**config.mk**
```make
export PLATFORM = sky130hd
export DESIGN_NAME = bit_count_multi
export DESIGN_NICKNAME = d
export VERILOG_FILES = /design/src/rtl/bit_count_multi.sv
export SDC_FILE = /design/constraint.sdc
export NUM_CORES = 1
export LEC_CHECK = 0
export BUFFER_PORTS_ARGS = -buffer_cell sky130_fd_sc_hd__buf_4
export CAP_MARGIN = 20
export CORE_MARGIN = 4
export CORE_UTILIZATION = 48
export CTS_CLUSTER_SIZE = 12
export DETAILED_ROUTE_END_ITERATION = 10
export HOLD_SLACK_MARGIN = 0.02
export PLACE_DENSITY = 0.82
export SETUP_SLACK_MARGIN = 0.02
export SLEW_MARGIN = 20
export SYNTH_ARGS = -nofsm -noshare
export SYNTH_HDL_FRONTEND = slang
export SYNTH_SLANG_ARGS = --single-unit
export TNS_END_PERCENT = 5
```
**constraint.sdc**
```tcl
create_clock -name clk -period 1.8 [get_ports clk]
set_input_delay 0.09 -clock clk [delete_from_list [all_inputs] [get_ports clk]]
set_output_delay 0.09 -clock clk [all_outputs]
set_load 0.03 [all_outputs]
```
**src/rtl/bit_count_multi.sv**
```systemverilog
// rtl/bit_count_multi.sv - multi-mode bit counter (ones, zeros, trailing zeros), one shift per clock
module bit_count_multi #(
    parameter int  WIDTH = 8,
    localparam int RW    = $clog2(WIDTH + 1)
) (
    input  logic             clk,
    input  logic             reset,
    input  logic             start,
    input  logic [1:0]       mode,
    input  logic [WIDTH-1:0] data,
    output logic [RW-1:0]    result,
    output logic             done,
    output logic             busy
);

    typedef enum logic [1:0] {
        IDLE  = 2'd0,
        COUNT = 2'd1,
        DONE  = 2'd2
    } state_t;

    localparam logic [1:0]    MODE_ZEROS = 2'b01;
    localparam logic [1:0]    MODE_TZ    = 2'b10;
    localparam logic [RW-1:0] ONE        = RW'(1);
    localparam logic [RW-1:0] FULL       = RW'(WIDTH);

    state_t           state;
    logic [WIDTH-1:0] a;
    logic [1:0]       mode_r;

    always_ff @(posedge clk or negedge reset) begin
        if (!reset) begin
            state  <= IDLE;
            a      <= '0;
            mode_r <= '0;
            result <= '0;
            done   <= 1'b0;
            busy   <= 1'b0;
        end else begin
            case (state)
                IDLE: begin
                    if (start) begin
                        // Zero counting is ones counting on the inverted operand.
                        a      <= (mode == MODE_ZEROS) ? ~data : data;
                        mode_r <= mode;
                        result <= '0;
                        state  <= COUNT;
                        busy   <= 1'b1;
                    end
                end
                COUNT: begin
                    if (mode_r == MODE_TZ) begin
                        if (a == '0) begin
                            result <= FULL;
                            state  <= DONE;
                            busy   <= 1'b0;
                            done   <= 1'b1;
                        end else if (a[0]) begin
                            state  <= DONE;
                            busy   <= 1'b0;
                            done   <= 1'b1;
                        end else begin
                            result <= result + ONE;
                            a      <= a >> 1;
                        end
                    end else begin
                        // Stops as soon as no set bits remain above the shift point.
                        if (a == '0) begin
                            state  <= DONE;
                            busy   <= 1'b0;
                            done   <= 1'b1;
                        end else begin
                            if (a[0]) begin
                                result <= result + ONE;
                            end
                            a <= a >> 1;
                        end
                    end
                end
                DONE: begin
                    if (!start) begin
                        state <= IDLE;
                        done  <= 1'b0;
                    end
                end
                default: begin
                    state <= IDLE;
                    done  <= 1'b0;
                    busy  <= 1'b0;
                end
            endcase
        end
    end

endmodule

```
[Yosys cells after proc, flatten, opt, wreduce, memory -nomap -nowiden]
Index checks and enable logic that the tools add are counted.
Word-level totals
  register bits after elaboration: 18
  input bits: 13
  output and inout bits: 6
  word-level logic and storage cells: 67
Cells by class
  add/sub/neg operators: 1
  equal/unequal tests: 13
  multiplexer cells: 33
  bitwise operators: 3
  reduce and logical (&&, ||, !) cells: 10
Operator list (number)
  $mux 8: 6
  $mux 4: 6
  $pmux 8 s2: 1
  $reduce_and 4->1: 4
  $ne 3x3->1 const B: 5
  $mux 2: 6
  $mux 1: 10
  $logic_not 8->1: 1
  $not 8->8: 1
  $pmux 4 s2: 1
  $ne 2x2->1 const B: 3
  $pmux 1 s3: 2
  $pmux 2 s3: 1
  $reduce_and 5->1: 1
  $add 4x1->4 const B: 1
  $eq 2x1->1 const B: 2
  $eq 2x2->1 const B: 2
  $ne 4x4->1 const B: 1
  $reduce_and 3->1: 1
  $logic_not 2->1: 1
  $not 1->1: 2
  $reduce_and 2->1: 1
  $reduce_bool 2->1: 1

[Logic depth before layout (Yosys ltp)]
Gate-level depths: netlist of run 1.
  depth after elaboration: 5
  depth in mapped cells: 5
  mapped depth without buffers: 4

[Worst setup path after synthesis of run 1]
Ideal clock, no wire load.
  path kind: register to register
  from: reg a[7]
  to: reg a[1]
  setup time: 125 ps
  arrival: 1570 ps
  required time: 1675 ps
  setup slack: 105 ps
  cell stages (with the launch flop): 5
  buffers on the path: 0
  period minus slack after synthesis: 1695 ps
  cells stage by stage: dfrtp_1 nor4_2 nand2_2 a21oi_4 mux2_4
Between the ends
  longest elaborated chain between the ends: 3
Ends and longest elaborated chain
  start: declaration: line 28  | logic [WIDTH-1:0] a;
  start signal: assignment: line 44  | a <= (mode == MODE_ZEROS) ? ~data : data;
  start signal: assignment: line 64  | a <= a >> 1;
  start signal: assignment: line 76  | a <= a >> 1;
  $logic_not 8->1: line 53, 68
  $ne 2x2->1 (no source line)
  $reduce_and 4->1 (no source line)
No other way between the ends.
A chain may end at the register's enable or synchronous reset.

[Final worst setup path of run 1]
  from: reg a[7]
  to: reg a[4]
Same word-level chain as after synthesis.

==> results.rst, run 1 <==
.. list-table::
   :header-rows: 1

   * - Metric
     - Value
   * - Hold crit path type
     - primary input to flop
   * - Antenna violations before repair
     - 0
   * - Crit path launch type
     - flop
   * - IO buf count
     - 18
   * - Dpl hpwl
     - ~1.5 mm
   * - Row count
     - 16
   * - Power per cell area
     - 1910 nW/um2
   * - Die outline height
     - roughly 54 um
   * - Final antenna-violating net count
     - 0
   * - Effective utilization at floorplan
     - approximately half
   * - Total detailed-routing wirelength
     - ~1.9 mm
   * - Routed wire length per instance
     - approximately 13 um
   * - Diodes inserted
     - 0
   * - Final global-route overflow total
     - 0
   * - Actual transition at the worst max-transition pin
     - 0.817 ns
   * - Worst Skew
     - ~0.0043 ns
   * - Number of nets at the end of the flow
     - roughly 140
   * - Number of setup buffers added after CTS
     - 0
   * - Most common library cells after synthesis
     - 18 x dfrtp_1, 8 x a22o_1, 8 x xor2_1
   * - Endpoint type of the worst setup path
     - flop
   * - Cell variety after synth
     - 34
   * - Drt first pass iters
     - 4
   * - Most instantiated flip-flop cell in the synthesis netlist
     - dfrtp_1
   * - Final weighted congestion of routability-driven global placement
     - just over 0.7
   * - Flip-flop and latch count after synthesis
     - 18
   * - Result of the run
     - finished, final reports clean
   * - Area enclosed by the die boundary
     - approximately 2900 um2
   * - Via count of the routed design
     - 782
   * - Maximum net fanout on the critical path
     - 8
   * - Setup total negative slack
     - 0 ns
   * - Synth async-reset ratio
     - 100%
   * - Crit Path Category
     - flop to flop
   * - Fraction of post-synthesis cell area in the top cell type by area
     - around 44%
   * - Max-slew violation total from the final report
     - 0
   * - First-pass GRT wire length
     - roughly 3.2 mm
   * - # H-tree levels
     - 1
   * - Fraction of layout cells with a size suffix above 1
     - 35.0%
   * - Core region area
     - approximately 2000 um2
   * - Clk Latency, worst-skew pair
     - roughly 0.30 ns
   * - Reported leakage power
     - around 0.6 nW
   * - Cell types with the largest area share after synthesis
     - dfrtp_1 44%, mux2_4 8.8%, a22o_1 6.8%
   * - RSZ-0062 raised after global routing
     - false
   * - CTS Root Buffer Type
     - clkbuf_4
   * - Vias per cell
     - 5.32
   * - Number of max-cap violations
     - 0
   * - DRC violations left
     - 0
   * - CTS Sinks
     - 18
   * - Post-synth net total
     - between 100 and 150
   * - Synthesis warning total
     - 0
   * - Endpoints failing hold
     - 0
   * - Number of synthesized flops with an enable pin
     - 0
   * - Clock transition at path regs
     - roughly 0.10 ns
   * - Max Fclk
     - a little under 600 MHz
   * - Top-count cell post-synth
     - dfrtp_1
   * - Cell taking the most area after synthesis
     - dfrtp_1
   * - Post-synthesis cell count
     - 93
   * - Fraction of the yosys area taken by sequential cells
     - 43.8%
   * - Worst Path Arrival
     - between 1.5 and 2 ns
   * - Clock tree from TritonCTS
     - done
   * - Horizontal die dimension
     - approximately 54 um
   * - Number of CTS-inserted buffers
     - 3
   * - Layout Area Growth over Synthesis
     - 25.8%
   * - Avg Synthesized Cell Area
     - around 11 um2
   * - Fill cell count
     - between 150 and 200
   * - Fin crit share
     - approximately 94%
   * - Top Ports
     - 19
   * - Required time of the critical path
     - slightly below 2 ns
   * - Tot GR Track Use
     - between 10% and 20%
   * - Drt initial violations
     - 6
   * - Deepest clock path buffer count
     - 2
   * - Worst hold slack
     - around 0.065 ns
   * - Relative slew margins
     - 45.4%
   * - Largest net degree at the start of global routing
     - 19
   * - Post-layout util
     - 64.6%
   * - Netlist area before placement
     - between 1000 and 1500 um2
   * - Final setup violation count
     - 0
   * - Minimum clock period
     - 1.68 ns
   * - Vias in the first global route
     - roughly 700
   * - Peak supply drop
     - between 900 and 1000 uV
==> report_power, final <==
group | internal, mW | switching (mW) | total (mW) | leakage (nW)
Combinational | 0.746 | 0.683 | 1.43 | 0.360
Clock | 0.124 | 0.129 | 0.252 | 0.0210
Sequential | 0.602 | 0.193 | 0.795 | 0.223
Total | 1.47 | 1.00 | 2.48 | 0.604
==> stage by stage <==
stage	setup slack (ns)	area, um2	std cells	power [mW]
6_report	0.116	1290	147	2.48
5_1_grt	0.0439	1290	147	2.67
4_1_cts	0.116	1290	147	2.50
3_5_place_dp	0.132	1230	140	2.25
3_3_place_gp	0.199	1230	140	2.19
2_1_floorplan	0.105	1030	93	1.83
==> layer usage <==
metal / up-vias / track usage, % / wire length [um]
met5: - / 0 / 0
met4: 0 / 6.22 / 23
met3: 3 / 5.72 / 117
met2: 15 / 25.5 / 936
met1: 374 / 18.9 / 864
li1: 390 / - / -
==> kinds of logic (layout without fill, tap and decap cells) <==
logic type / after synthesis / after routing / share of synthesized area, %
xor+xnor: 8 / 8 / 6.81
fa+ha+maj: 1 / 1 / 1.22
mux: 9 / 9 / 11.9
compound gates: 23 / 23 / 17.0
flops: 18 / 18 / 43.8
buf+inv: 7 / 34 / 2.55
simple gates: 27 / 27 / 16.7
==> final cells by class <==
class | count | area [um2] | share of cell area (%)
clock buffers | 4 | 36.3 | 2.80
well taps | 27 | 33.8 | 2.61
flip-flops and latches | 18 | 450 | 34.8
inverters | 3 | 11.3 | 0.870
repair buffers | 27 | 210 | 16.2
multi-input cells | 68 | 552 | 42.6
==> cells in the final DEF, fill, tap and decap left out, drive strengths merged, types with 2 or more instances in the layout <==
master / Yosys / routed
o21ai: 6 / 6
inv: 3 / 3
a22o: 8 / 8
nor2b: 4 / 4
dlygate4sd3: 0 / 3
clkbuf: 4 / 4
mux2: 8 / 8
nand3: 3 / 3
dfrtp: 18 / 18
xor2: 8 / 8
nand2b: 4 / 4
nand2: 8 / 8
nor4: 2 / 2
a21oi: 4 / 4
buf: 0 / 24
==> worst max-delay path, cell delays in order (launching register included) <==
cell and delay, ns:
dfrtp_1 0.41, nor4_2 0.35, nand2_2 0.11, a21oi_4 0.36, mux2_4 0.34
==> flip-flops by register name, summed over array words and instances, names as in the netlist <==
register / flops
mode_r: 2
done: 1
result: 4
a: 8
state: 2
busy: 1
==> path summary, 6_finish.rpt <==
path	slack (ns)	start	to	cells after the start
min	0.07	start	state[1]	3
max reg2reg	0.12	a[7]	a[4]	4
max in group asynchronous	1.43	reset	a[2]	2
min reg2reg	0.52	mode_r[0]	mode_r[0]	1
max	0.12	a[7]	a[4]	4
min in group asynchronous	0.18	reset	a[1]	2
==> repair_timing <==
| action | in CTS | in global routing |
|---|---|---|
| resized for setup | 0 | 0 |
| endpoints found under the setup margin | 0 | 0 |
| hold buffers | 3 | 0 |
| hold endpoints to repair | 20 | 0 |
Note: power is estimated with default switching activity, not from simulation.
==> inputs of run 2 (changes only) <==
--- a/config.mk
+++ b/config.mk
@@ -11,2 +11,3 @@
 export CORE_UTILIZATION = 48
+export CTS_CLUSTER_DIAMETER = 50
 export CTS_CLUSTER_SIZE = 12
==> constraint.sdc (replaced) <==
create_clock -name clk -period 1.8 [get_ports clk]
set_input_delay 0.18 -clock clk [delete_from_list [all_inputs] [get_ports clk]]
set_output_delay 0.18 -clock clk [all_outputs]
set_load 0.03 [all_outputs]
==> run 2 against run 1 <==
  * Global-route usage decreased by 0.14 points
  * Die area unchanged
  * Non-clock buffer count decreased by 2
  * Count of clock-buffer cells in the layout unchanged
  * Sequential cell count unchanged
  * Sequential share of layout area increased by 0.55 points
  * Worst setup slack improved by 0.0044 ns
  * Utilization decreased by 1.0 points
  * Clock skew increased by 0.0012 ns
  * Clock power decreased by 2%
  * Combinational power about the same
  * Wire length decreased by 2.3%
  * Critical path type unchanged
  * Largest cell class unchanged
==> results.rst, run 2 (same netlist as run 1, synthesis figures left out) <==
.. list-table::
   :header-rows: 1

   * - Metric
     - Value
   * - Horizontal die dimension
     - 54.3 um (unchanged)
   * - Minimum clock period
     - 1.68 ns (about the same)
   * - Clock transition at path regs
     - 0.10 ns (about the same)
   * - Peak supply drop
     - 1330 uV (was 967 uV)
   * - Number of cells in the finished layout apart from fillers
     - 145 (was 147)
   * - DRC violations left
     - 0 (unchanged)
   * - Placed standard-cell area
     - 1230 um2 (unchanged)
   * - Routed wire length per instance
     - 13.1 um (was 13.2 um)
   * - Maximum net fanout on the critical path
     - 8 (unchanged)
   * - Vias in the first global route
     - 753 (was 708)
   * - Startpoint of the worst register-to-register path
     - a[7] (unchanged)
   * - Final design instance area without fill
     - 1270 um2 (was 1290 um2)
   * - CTS Sinks
     - 18 (unchanged)
   * - Reported leakage power
     - 0.596 nW (was 0.604 nW)
   * - Worst path setup slack after routing
     - 0.120 ns (was 0.116 ns)
   * - IO buf count
     - 18 (unchanged)
   * - Hold-critical path depth
     - 2 (was 3)
   * - Die outline height
     - 54.3 um (unchanged)
   * - Final setup violation count
     - 0 (unchanged)
   * - Max Fclk
     - 595 MHz (was 594 MHz)
   * - Final antenna-violating net count
     - 0 (unchanged)
   * - R2R Path End
     - a[6] (was a[4])
   * - Number of nets at the end of the flow
     - 133 (was 135)
   * - Relative slew margins
     - 44.1% (was 45.4%)
   * - Result of the run
     - finished, final reports clean (unchanged)
   * - Crit path launch type
     - flop (unchanged)
   * - Clock tree from TritonCTS
     - done (unchanged)
   * - Largest registers
     - a: 8 flops, result: 4 flops (unchanged)
   * - Max-slew violation total from the final report
     - 0 (unchanged)
   * - Destination of the worst hold path
     - mode_r[0] (was state[1])
   * - Commonest non-fill, non-tap cell in the layout
     - buf_4 (unchanged)
   * - Actual transition at the worst max-transition pin
     - 0.837 ns (was 0.817 ns)
   * - Deepest clock path buffer count
     - 2 (unchanged)
   * - Largest net degree at the start of global routing
     - 19 (unchanged)
   * - Setup slack on the worst flop-to-flop path
     - 0.12 ns (about the same)
   * - Worst hold slack
     - 0.109 ns (was 0.0653 ns)
   * - Diodes inserted
     - 0 (unchanged)
   * - Worst hold start
     - mode[0] (was start)
   * - Final weighted congestion of routability-driven global placement
     - 0.715 (was 0.712)
   * - Tot GR Track Use
     - 15.6% (was 15.8%)
   * - Fin crit share
     - 93.3% (was 93.6%)
   * - Vias per cell
     - 5.38 (was 5.32)
   * - Number of max-cap violations
     - 0 (unchanged)
   * - Crit Path Category
     - flop to flop (unchanged)
   * - Clk Latency, worst-skew pair
     - 0.29 ns (was 0.30 ns)
   * - Layout Area Growth over Synthesis
     - 23.8% (was 25.8%)
   * - Fraction of layout cells with a size suffix above 1
     - 35.6% (was 35.0%)
   * - Commonest non-fill, non-tap cells in the layout
     - 24 x buf_4, 18 x dfrtp_1, 8 x xor2_1, 8 x a22o_1, 7 x nand2_1 (unchanged)
   * - Number of buffers added to fix hold violations after cts
     - 1 (was 3)
   * - CTS Root Buffer Type
     - clkbuf_4 (unchanged)
   * - Register name with the most flops
     - a (unchanged)
   * - Dpl hpwl
     - 1.43 mm (was 1.48 mm)
   * - Setup total negative slack
     - 0 ns (unchanged)
   * - Overall power
     - 2.47 mW (was 2.48 mW)
   * - Antenna violations before repair
     - 0 (unchanged)
   * - Max FFs per register
     - 8 (unchanged)
   * - # H-tree levels
     - 1 (unchanged)
   * - Power per cell area
     - 1940 nW/um2 (was 1910 nW/um2)
   * - Via count of the routed design
     - 780 (was 782)
   * - Post-layout util
     - 63.6% (was 64.6%)
   * - Resize count post-CTS
     - 0 (unchanged)
   * - Worst slack at placement
     - 0.110 ns (was 0.132 ns)
   * - First-pass GRT wire length
     - 3.26 mm (was 3.22 mm)
   * - Row count
     - 16 (unchanged)
   * - Endpoints failing hold
     - 0 (unchanged)
   * - Final global-route overflow total
     - 0 (unchanged)
   * - Core region area
     - 2000 um2 (unchanged)
   * - RSZ-0062 raised after global routing
     - false (unchanged)
   * - Worst Path Arrival
     - 1.86 ns (was 1.88 ns)
   * - Hold crit path type
     - primary input to flop (unchanged)
   * - Number of CTS-inserted buffers
     - 3 (unchanged)
   * - Drt first pass iters
     - 4 (unchanged)
   * - Area enclosed by the die boundary
     - 2950 um2 (unchanged)
   * - Number of placed instances with taps included
     - 140 (unchanged)
   * - Worst Skew
     - 0.00559 ns (was 0.00434 ns)
   * - Endpoint type of the worst setup path
     - flop (unchanged)
   * - Top Ports
     - 19 (unchanged)
   * - Number of setup buffers added after CTS
     - 0 (unchanged)
   * - Required time of the critical path
     - 1.98 ns (was 1.99 ns)
   * - Drt initial violations
     - 3 (was 6)
   * - Path depth of the worst reg2reg path
     - 4 (unchanged)
   * - Total detailed-routing wirelength
     - 1.90 mm (was 1.94 mm)
   * - Effective utilization at floorplan
     - 51.4% (unchanged)
-- run 2: cell types whose count changed in the layout (fill, tap and decap cells not counted) --
cell | previous run | this run
dlygate4sd3_1 | 3 | 1
-- run 2: area by class of cell --
| type | instances | area, um2 |
|---|---|---|
| well taps | 27 | 33.8 |
| multi-input cells | 68 | 552 |
| clock buffers | 4 | 36.3 |
| fillers | 176 | 728 |
| flip-flops and latches | 18 | 450 |
| inverters | 3 | 11.3 |
| repair buffers | 25 | 190 |
-- run 2: worst max-delay path, cell delays in order, from the launching register on --
cell	delay, ns
dfrtp_1	0.42
nor4_2	0.36
nand2_2	0.11
a21oi_4	0.36
mux2_4	0.33
-- run 2: worst max-delay path by stage --
stage	startpoint	endpoint	slack, ns	cells past startpoint
global placement	a[7]	a[6]	0.11	4
floorplan	a[7]	a[1]	0.10	4
finish	a[7]	a[6]	0.12	4
CTS	a[7]	a[6]	0.11	4
global route	a[7]	a[5]	0.05	4
detailed placement	mode[1]	a[4]	0.11	5
-- run 2: where the power goes --
group	internal (mW)	leakage (nW)	switching, mW
Sequential	0.602	0.223	0.196
Clock	0.123	0.0210	0.125
Combinational	0.744	0.352	0.680
Total	1.47	0.596	1.00
-- run 2: metal layers --
layer	vias to the layer above	track usage, %	part of all wire (%)
met1	377	20.4	48
li1	387	-	-
met4	0	4.98	1.0
met2	14	24.5	46
met3	2	4.90	4.6
met5	-	0	0
